## config.mk

```make
export PLATFORM = sky130hd
export DESIGN_NAME = seq_alu_unit_flat
export DESIGN_NICKNAME = d
export VERILOG_FILES = /design/src/rtl/seq_alu_if.sv /design/src/rtl/seq_alu_unit.sv /design/src/flat_wrapper.sv
export SDC_FILE = /design/constraint.sdc
export NUM_CORES = 1
export LEC_CHECK = 0
export BUFFER_PORTS_ARGS = -buffer_cell sky130_fd_sc_hd__buf_2
export CAP_MARGIN = 10
export CORE_MARGIN = 8
export CORE_UTILIZATION = 55
export DETAILED_ROUTE_END_ITERATION = 12
export PLACE_DENSITY = 0.79
export SLEW_MARGIN = 5
export SYNTH_ARGS = -nofsm -noshare
export SYNTH_HDL_FRONTEND = slang
export SYNTH_SLANG_ARGS = --single-unit
```

## constraint.sdc

```tcl
create_clock -name clk -period 9.2 [get_ports clk]
set_clock_uncertainty 0.15 [all_clocks]
set_input_delay 1.84 -clock clk [delete_from_list [all_inputs] [get_ports clk]]
set_output_delay 1.84 -clock clk [all_outputs]
set_load 0.05 [all_outputs]
```

## src/rtl/seq_alu_if.sv

```systemverilog
// seq_alu_if: request/result bundle between a controller and seq_alu_unit
interface seq_alu_if #(parameter int WIDTH = 8);
  logic             start;
  logic [2:0]       op;
  logic [WIDTH-1:0] a;
  logic [WIDTH-1:0] b;
  logic [WIDTH-1:0] result;
  logic             busy;
  logic             done;
  logic             zero;
  logic             flag;
  modport master (output start, op, a, b, input result, busy, done, zero, flag);
  modport slave  (input start, op, a, b, output result, busy, done, zero, flag);
endinterface

```

## src/rtl/seq_alu_unit.sv

```systemverilog
// seq_alu_unit: sequential ALU with single-cycle arithmetic and iterative mul/div
module seq_alu_unit #(
  parameter int WIDTH = 8,
  parameter int CNTW  = 4
) (
  input logic      clk,
  input logic      rst,
  seq_alu_if.slave bus
);
  typedef enum logic {IDLE, ITER} state_t;
  state_t state, state_n;
  logic [CNTW-1:0]    cnt;
  logic [WIDTH-1:0]   ra, rb, nres;
  logic [2*WIDTH-1:0] p, pn;
  logic [WIDTH:0]     sum, dif, msum, dt, dd;
  logic               rmul, wr, load, nflag;
  always_ff @(posedge clk) state <= rst ? IDLE : state_n;
  // p holds {acc, multiplier} for MUL and {remainder, dividend/quotient} for DIV
  always_comb begin
    state_n = state;
    wr = 1'b0;
    load = 1'b0;
    nres = '0;
    nflag = 1'b0;
    sum = {1'b0, bus.a} + {1'b0, bus.b};
    dif = {1'b0, bus.a} - {1'b0, bus.b};
    msum = {1'b0, p[2*WIDTH-1:WIDTH]} + (p[0] ? {1'b0, ra} : '0);
    dt = {p[2*WIDTH-1:WIDTH], p[WIDTH-1]};
    dd = dt - {1'b0, rb};
    pn = rmul ? {msum, p[WIDTH-1:1]}
       : dd[WIDTH] ? {dt[WIDTH-1:0], p[WIDTH-2:0], 1'b0}
       : {dd[WIDTH-1:0], p[WIDTH-2:0], 1'b1};
    if (state == ITER) begin
      if (cnt == CNTW'(1)) begin
        wr = 1'b1;
        nres = pn[WIDTH-1:0];
        nflag = rmul && (|pn[2*WIDTH-1:WIDTH]);
        state_n = IDLE;
      end
    end else if (bus.start) begin
      wr = 1'b1;
      case (bus.op)
        3'b000: nres = bus.b;
        3'b001: {nflag, nres} = sum;
        3'b010: {nflag, nres} = dif;
        3'b011: nres = sum[WIDTH:1];
        3'b100: nres = bus.a >> bus.b[2:0];
        3'b101: begin
          wr = 1'b0;
          load = 1'b1;
          state_n = ITER;
        end
        3'b110: begin
          wr = (bus.b == '0);
          load = !wr;
          nres = '1;
          nflag = wr;
          state_n = wr ? IDLE : ITER;
        end
        default: nres = '0;
      endcase
    end
  end
  always_ff @(posedge clk) begin
    if (rst) begin
      bus.result <= '0;
      bus.done <= 1'b0;
      bus.zero <= 1'b0;
      bus.flag <= 1'b0;
      cnt <= '0;
      p <= '0;
      ra <= '0;
      rb <= '0;
      rmul <= 1'b0;
    end else begin
      bus.done <= wr;
      if (wr) begin
        bus.result <= nres;
        bus.flag <= nflag;
        bus.zero <= (nres == '0);
      end
      if (load) begin
        ra <= bus.a;
        rb <= bus.b;
        rmul <= (bus.op == 3'b101);
        cnt <= CNTW'(WIDTH);
        p <= {{WIDTH{1'b0}}, (bus.op == 3'b101) ? bus.b : bus.a};
      end else if (state == ITER) begin
        p <= pn;
        cnt <= cnt - CNTW'(1);
      end
    end
  end
  assign bus.busy = (state == ITER);
endmodule

```

## src/flat_wrapper.sv

```systemverilog
// flat-port wrapper written by rule: the top's interface ports become plain ports
module seq_alu_unit_flat 
#(
  parameter int WIDTH = 8,
  parameter int CNTW  = 4
)
  (clk, rst, bus_start, bus_op, bus_a, bus_b, bus_result, bus_busy, bus_done, bus_zero, bus_flag);
  seq_alu_if #(.WIDTH(WIDTH)) bus_i ();
  input logic clk;
  input logic rst;
  input wire logic [$bits(bus_i.start)-1:0] bus_start;
  input wire logic [$bits(bus_i.op)-1:0] bus_op;
  input wire logic [$bits(bus_i.a)-1:0] bus_a;
  input wire logic [$bits(bus_i.b)-1:0] bus_b;
  output wire logic [$bits(bus_i.result)-1:0] bus_result;
  output wire logic [$bits(bus_i.busy)-1:0] bus_busy;
  output wire logic [$bits(bus_i.done)-1:0] bus_done;
  output wire logic [$bits(bus_i.zero)-1:0] bus_zero;
  output wire logic [$bits(bus_i.flag)-1:0] bus_flag;
  assign bus_i.start = bus_start;
  assign bus_i.op = bus_op;
  assign bus_i.a = bus_a;
  assign bus_i.b = bus_b;
  assign bus_result = bus_i.result;
  assign bus_busy = bus_i.busy;
  assign bus_done = bus_i.done;
  assign bus_zero = bus_i.zero;
  assign bus_flag = bus_i.flag;
  seq_alu_unit #(.WIDTH(WIDTH), .CNTW(CNTW)) u_core (.clk(clk), .rst(rst), .bus(bus_i));
endmodule
```

; ---- Word level (Yosys, flattened, before mapping)
; Index checks and enable logic that the tools add are counted.
[op_classes]
reduce_logical = 8
n_eq_ne = 7
n_shift = 1
add_sub_neg = 5
n_mux = 28
[ops]
columns = operator, n
row1 = $mux W8, 7
row2 = $pmux W8 S6, 1
row3 = $mux W16, 2
row4 = $add A8 B8 Y9, 2
row5 = $logic_not A8 Y1, 2
row6 = $mux W1, 12
row7 = $eq A3 B3 Y1 const B, 3
row8 = $sub A8 B8 Y9, 1
row9 = $sub A9 B8 Y9, 1
row10 = $mux W4, 2
row11 = $reduce_or A8 Y1, 1
row12 = $shr A8 B3 Y8, 1
row13 = $eq A3 B2 Y1 const B, 2
row14 = $pmux W1 S2, 3
row15 = $eq A4 B1 Y1 const B, 1
row16 = $sub A4 B1 Y4 const B, 1
row17 = $eq A3 B1 Y1 const B, 1
row18 = $logic_not A3 Y1, 1
row19 = $pmux W1 S3, 1
row20 = $reduce_bool A2 Y1, 1
row21 = $reduce_or A2 Y1, 1
row22 = $logic_and A1 B1 Y1, 1
row23 = $logic_not A1 Y1, 1
[word_totals]
output_inout_bits = 12
register_bits = 49

; ---- Logic depth before layout (Yosys ltp)
[depth]
word_depth = 7
ltp_mapped = 12
depth_no_buf = 12

; ---- Least setup slack after synthesis
; No wires, ideal clock.
[synth_timing]
path_kind = input to register
start = in bus_b[1]
end = reg u_core.bus.zero
slack_ps = 4756
path_stages = 12
t_arrival_ps = 4235
required_ps = 8991
path_cell_list = buf_2 > buf_2 > inv_1 > ha_1 > nand2b_1 > a21oi_1 > or3_1 > a32oi_1 > o221ai_2 > or4_1 > nor4_1 > a31o_1
[synth_via]
elab_chain_cells = 5
[synth_lines]
columns = item, line_no
row1 = "start, declared", flat_wrapper.sv:14  ; input wire logic [$bits(bus_i.b)-1:0] bus_b;
row2 = "$add A8 B8 Y9, or another cell as far along", seq_alu_unit.sv:25  ; sum = {1'b0, bus.a} + {1'b0, bus.b};
row3 = $pmux W8 S6, seq_alu_unit.sv:42  ; case (bus.op)
row4 = $mux W8, seq_alu_unit.sv:40  ; end else if (bus.start) begin
row5 = $mux W8, seq_alu_unit.sv:33  ; if (state == ITER) begin
row6 = $logic_not A8 Y1, seq_alu_unit.sv:80  ; bus.zero <= (nres == '0);
row7 = "end signal, assigned", seq_alu_unit.sv:80
row8 = "end, declared", seq_alu_if.sv:13  ; modport slave (input start, op, a, b, output result, busy, done, zero, flag);
; Parallel ways exist; a longest one is shown, timed or not.
; A chain may end at the register's enable or synchronous reset.

; ---- Worst setup path in the final report
[layout_timing]
start = in bus_b[0]
end = reg u_core.bus.zero
; The elaborated chain is that of the path after synthesis.

==> summary.txt <==
Clock network
  – Inserted Clock Buffers: 5
  – CTS tree: yes
  – Deepest clock path buffer count: 2
  – Clock transition at path regs: 100 ps
  – Skew-Pair Late Insertion Delay: 310 ps
  – Post-CTS sizing: 0
  – Clock sinks: 49
  – Post-CTS Setup Inserts: 0
  – CTS root buffer: clkbuf_8
  – CTS Hold Bufs: 0
  – H-tree depth: 2

Logic synthesis
  – Mean post-synth cell area: 7.59 µm²
  – Mapped Cells: 581
  – Syn Nets: 641
  – Synth Register Bits: 49
  – Synth area leader: dfxtp_1
  – Number of flops mapped to enable cells by yosys: 0
  – Yosys warns: 0
  – Ys async rst share: 0%
  – Synth top area share: 22.3%
  – Unique masters post-synth: 73
  – Post-Syn Area: 4410 µm²
  – Synth top area cells: dfxtp_1 (22%), ha_1 (9.7%), a21oi_1 (6.6%)
  – Top_reg_cell synth: dfxtp_1
  – Sequential cell area fraction in the yosys report: 22.3%

STA
  – Worst-margin pin slew: 1030 ps
  – Period utilization: 50.0%
  – Fmax achieved: 218 MHz
  – Final hold violation count: 0
  – Final setup fails: 0
  – RSZ-0062 raised after global routing: false
  – Final Max Slew Viols: 0
  – Slew HR: 31.3%
  – Tmin final: 4600 ps
  – Total negative slack: 0 ps

Final layout
  – Seq. cell area: 981 µm²
  – Final core occ: 60.4%
  – Ratio of cells with drive above 1 in the final layout: 11.0%
  – Non-Filler Instances: 694
  – # nets final: 651
  – Area growth syn-to-layout: 6.44%
  – Area of the multi-input gates: 3160 µm²
  – Most frequent cells in the layout: nand2_1 (69), nor2_1 (60), a21oi_1 (58)
  – Filler cells: 741
  – Total inserted antenna cells: 0
  – Most common cell after layout, fill and taps aside: nand2_1

Floorplan
  – Die Y: 106 µm
  – Cell Rows: 32
  – Initial Utilization: 56.7%
  – Die area: 11100 µm²
  – I/O pin count: 34
  – Core area: 7770 µm²
  – Die X: 106 µm

Route
  – Drt initial violations: 471
  – DRC violations left: 0
  – Routed vias: 4481
  – DR pass1 iterations: 5
  – Drt total wl: 13100 µm
  – Antenna viol nets, final: 0
  – Via/cell ratio: 6.46
  – Routed length per instance: 18.9 µm

GRT
  – Largest net degree at the start of global routing: 39
  – Grt ovf: 0
  – Antenna violations before repair: 0
  – Vias in the first global route: 4328
  – Total Routing Usage GR: 23.0%
  – First-pass GRT wire length: 21300 µm

Power
  – Internal cell power: 0.388 mW
  – Sequential cell fraction of total power: 37.9%
  – Switching Fraction: 37.5%
  – Net switching power: 0.233 mW
  – Power per Cell Area: 132 nW/µm²
  – Worst VDD drop: 96.5 µV
  – Leak: 1.90 nW
  – Comb power frac: 36.6%
  – Overall Power: 0.621 mW
  – Clock power share: 25.5%

Flow run
  – Max-Cap Viols: 0

Placed design
  – Port buffer count: 33
  – HPWL Detailed: 9620 µm
  – Dpl cells: 686
  – Placer Congestion: 0.960

Min path
  – Hold_sp: u_core.ra[3]
  – Class of the worst hold path: reg2reg

Outcome
  – Outcome: complete, no violations

Worst setup path
  – Reg2reg start: u_core.bus.busy
  – Critical Path End Type: flip-flop
  – Critical path arrival: 4700 ps
  – Worst EP required: 9310 ps
  – WS Path Type: in2reg
  – Crit path launch: bus_b[0]
  – CP startpoint kind: input pin
  – CP Max Fanout: 17
-- synth_stat cells (all sizes together) (12+ instances only) --
library cell / n
a211oi: 13
a21oi: 58
and2: 12
clkbuf: 22
dfxtp: 49
ha: 34
inv: 38
mux2i: 20
nand2: 70
nand3: 12
nor2: 60
o21ai: 23
xnor2: 12
-- per-layer routing --
layer | track usage, % | vias up | wire (µm)
met5 | 0 | - | 0
met2 | 37.5 | 241 | 6040
li1 | - | 2106 | -
met3 | 4.02 | 29 | 1190
met1 | 30.5 | 2105 | 5590
met4 | 6.13 | 0 | 267
-- final timing paths --
kind                                        end  cells past startpoint  slack [ps]
worst max-delay path            u_core.bus.zero                     11        4600
worst min-delay path               u_core.ra[3]                      2         300
worst max register to register  u_core.bus.zero                      8        5230
worst min register to register     u_core.ra[3]                      2         300
-- kinds of logic (layout without fill, tap and decap cells) --
kind of cell | Yosys count | in the layout | synth area share, %
AND/OR/NAND/NOR | 212 | 212 | 23.6
AO/OA/AOI/OAI | 162 | 162 | 24.8
buffers and inverters | 69 | 80 | 6.16
flip-flops | 49 | 49 | 22.3
adder cells (fa/ha/maj) | 38 | 38 | 11.5
multiplexers | 29 | 29 | 7.35
XOR/XNOR | 22 | 22 | 4.37
-- sequential cells by signal (all words and copies together), names as in the netlist --
name / cells
u_core.bus.done: 1
u_core.rmul: 1
u_core.p: 16
u_core.cnt: 4
u_core.bus.flag: 1
u_core.bus.zero: 1
u_core.ra: 8
u_core.bus.result: 8
u_core.bus.busy: 1
u_core.rb: 8
-- worst max-delay path: stages --
cell and delay, ps:
buf_2 220, ha_1 290, fa_1 430, xnor2_1 160
mux2_2 270, a22oi_1 130, o221ai_1 180, a221o_1 320
or4_1 420, nor4_1 260, a31o_1 180
-- cell type report --
cell class	count	share of cell area, %
multi-input combinational	463	67.3
clock inverter	3	0.933
inverter	38	3.04
sequential	49	20.9
timing repair buffer	34	3.68
tap	102	2.72
clock buffer	5	1.47
-- stage by stage --
step | instance area [µm²] | hold WS [ps] | setup WS, ps
after floorplan | 4410 | 282 | 4760
after global placement | 4580 | 292 | 4400
after detailed placement | 4580 | 294 | 4340
after CTS | 4690 | 307 | 4660
after global routing | 4690 | 321 | 4530
final | 4690 | 304 | 4600
-- power groups by stage --
stage / Combinational, mW / Clock, mW / Sequential [mW]
after CTS: 0.223 / 0.160 / 0.235
after global placement: 0.216 / 0 / 0.239
after floorplan: 0.155 / 0 / 0.249
final: 0.227 / 0.159 / 0.235
after global routing: 0.248 / 0.171 / 0.237
after detailed placement: 0.221 / 0 / 0.240
Note: power is estimated with default switching activity, not from simulation.
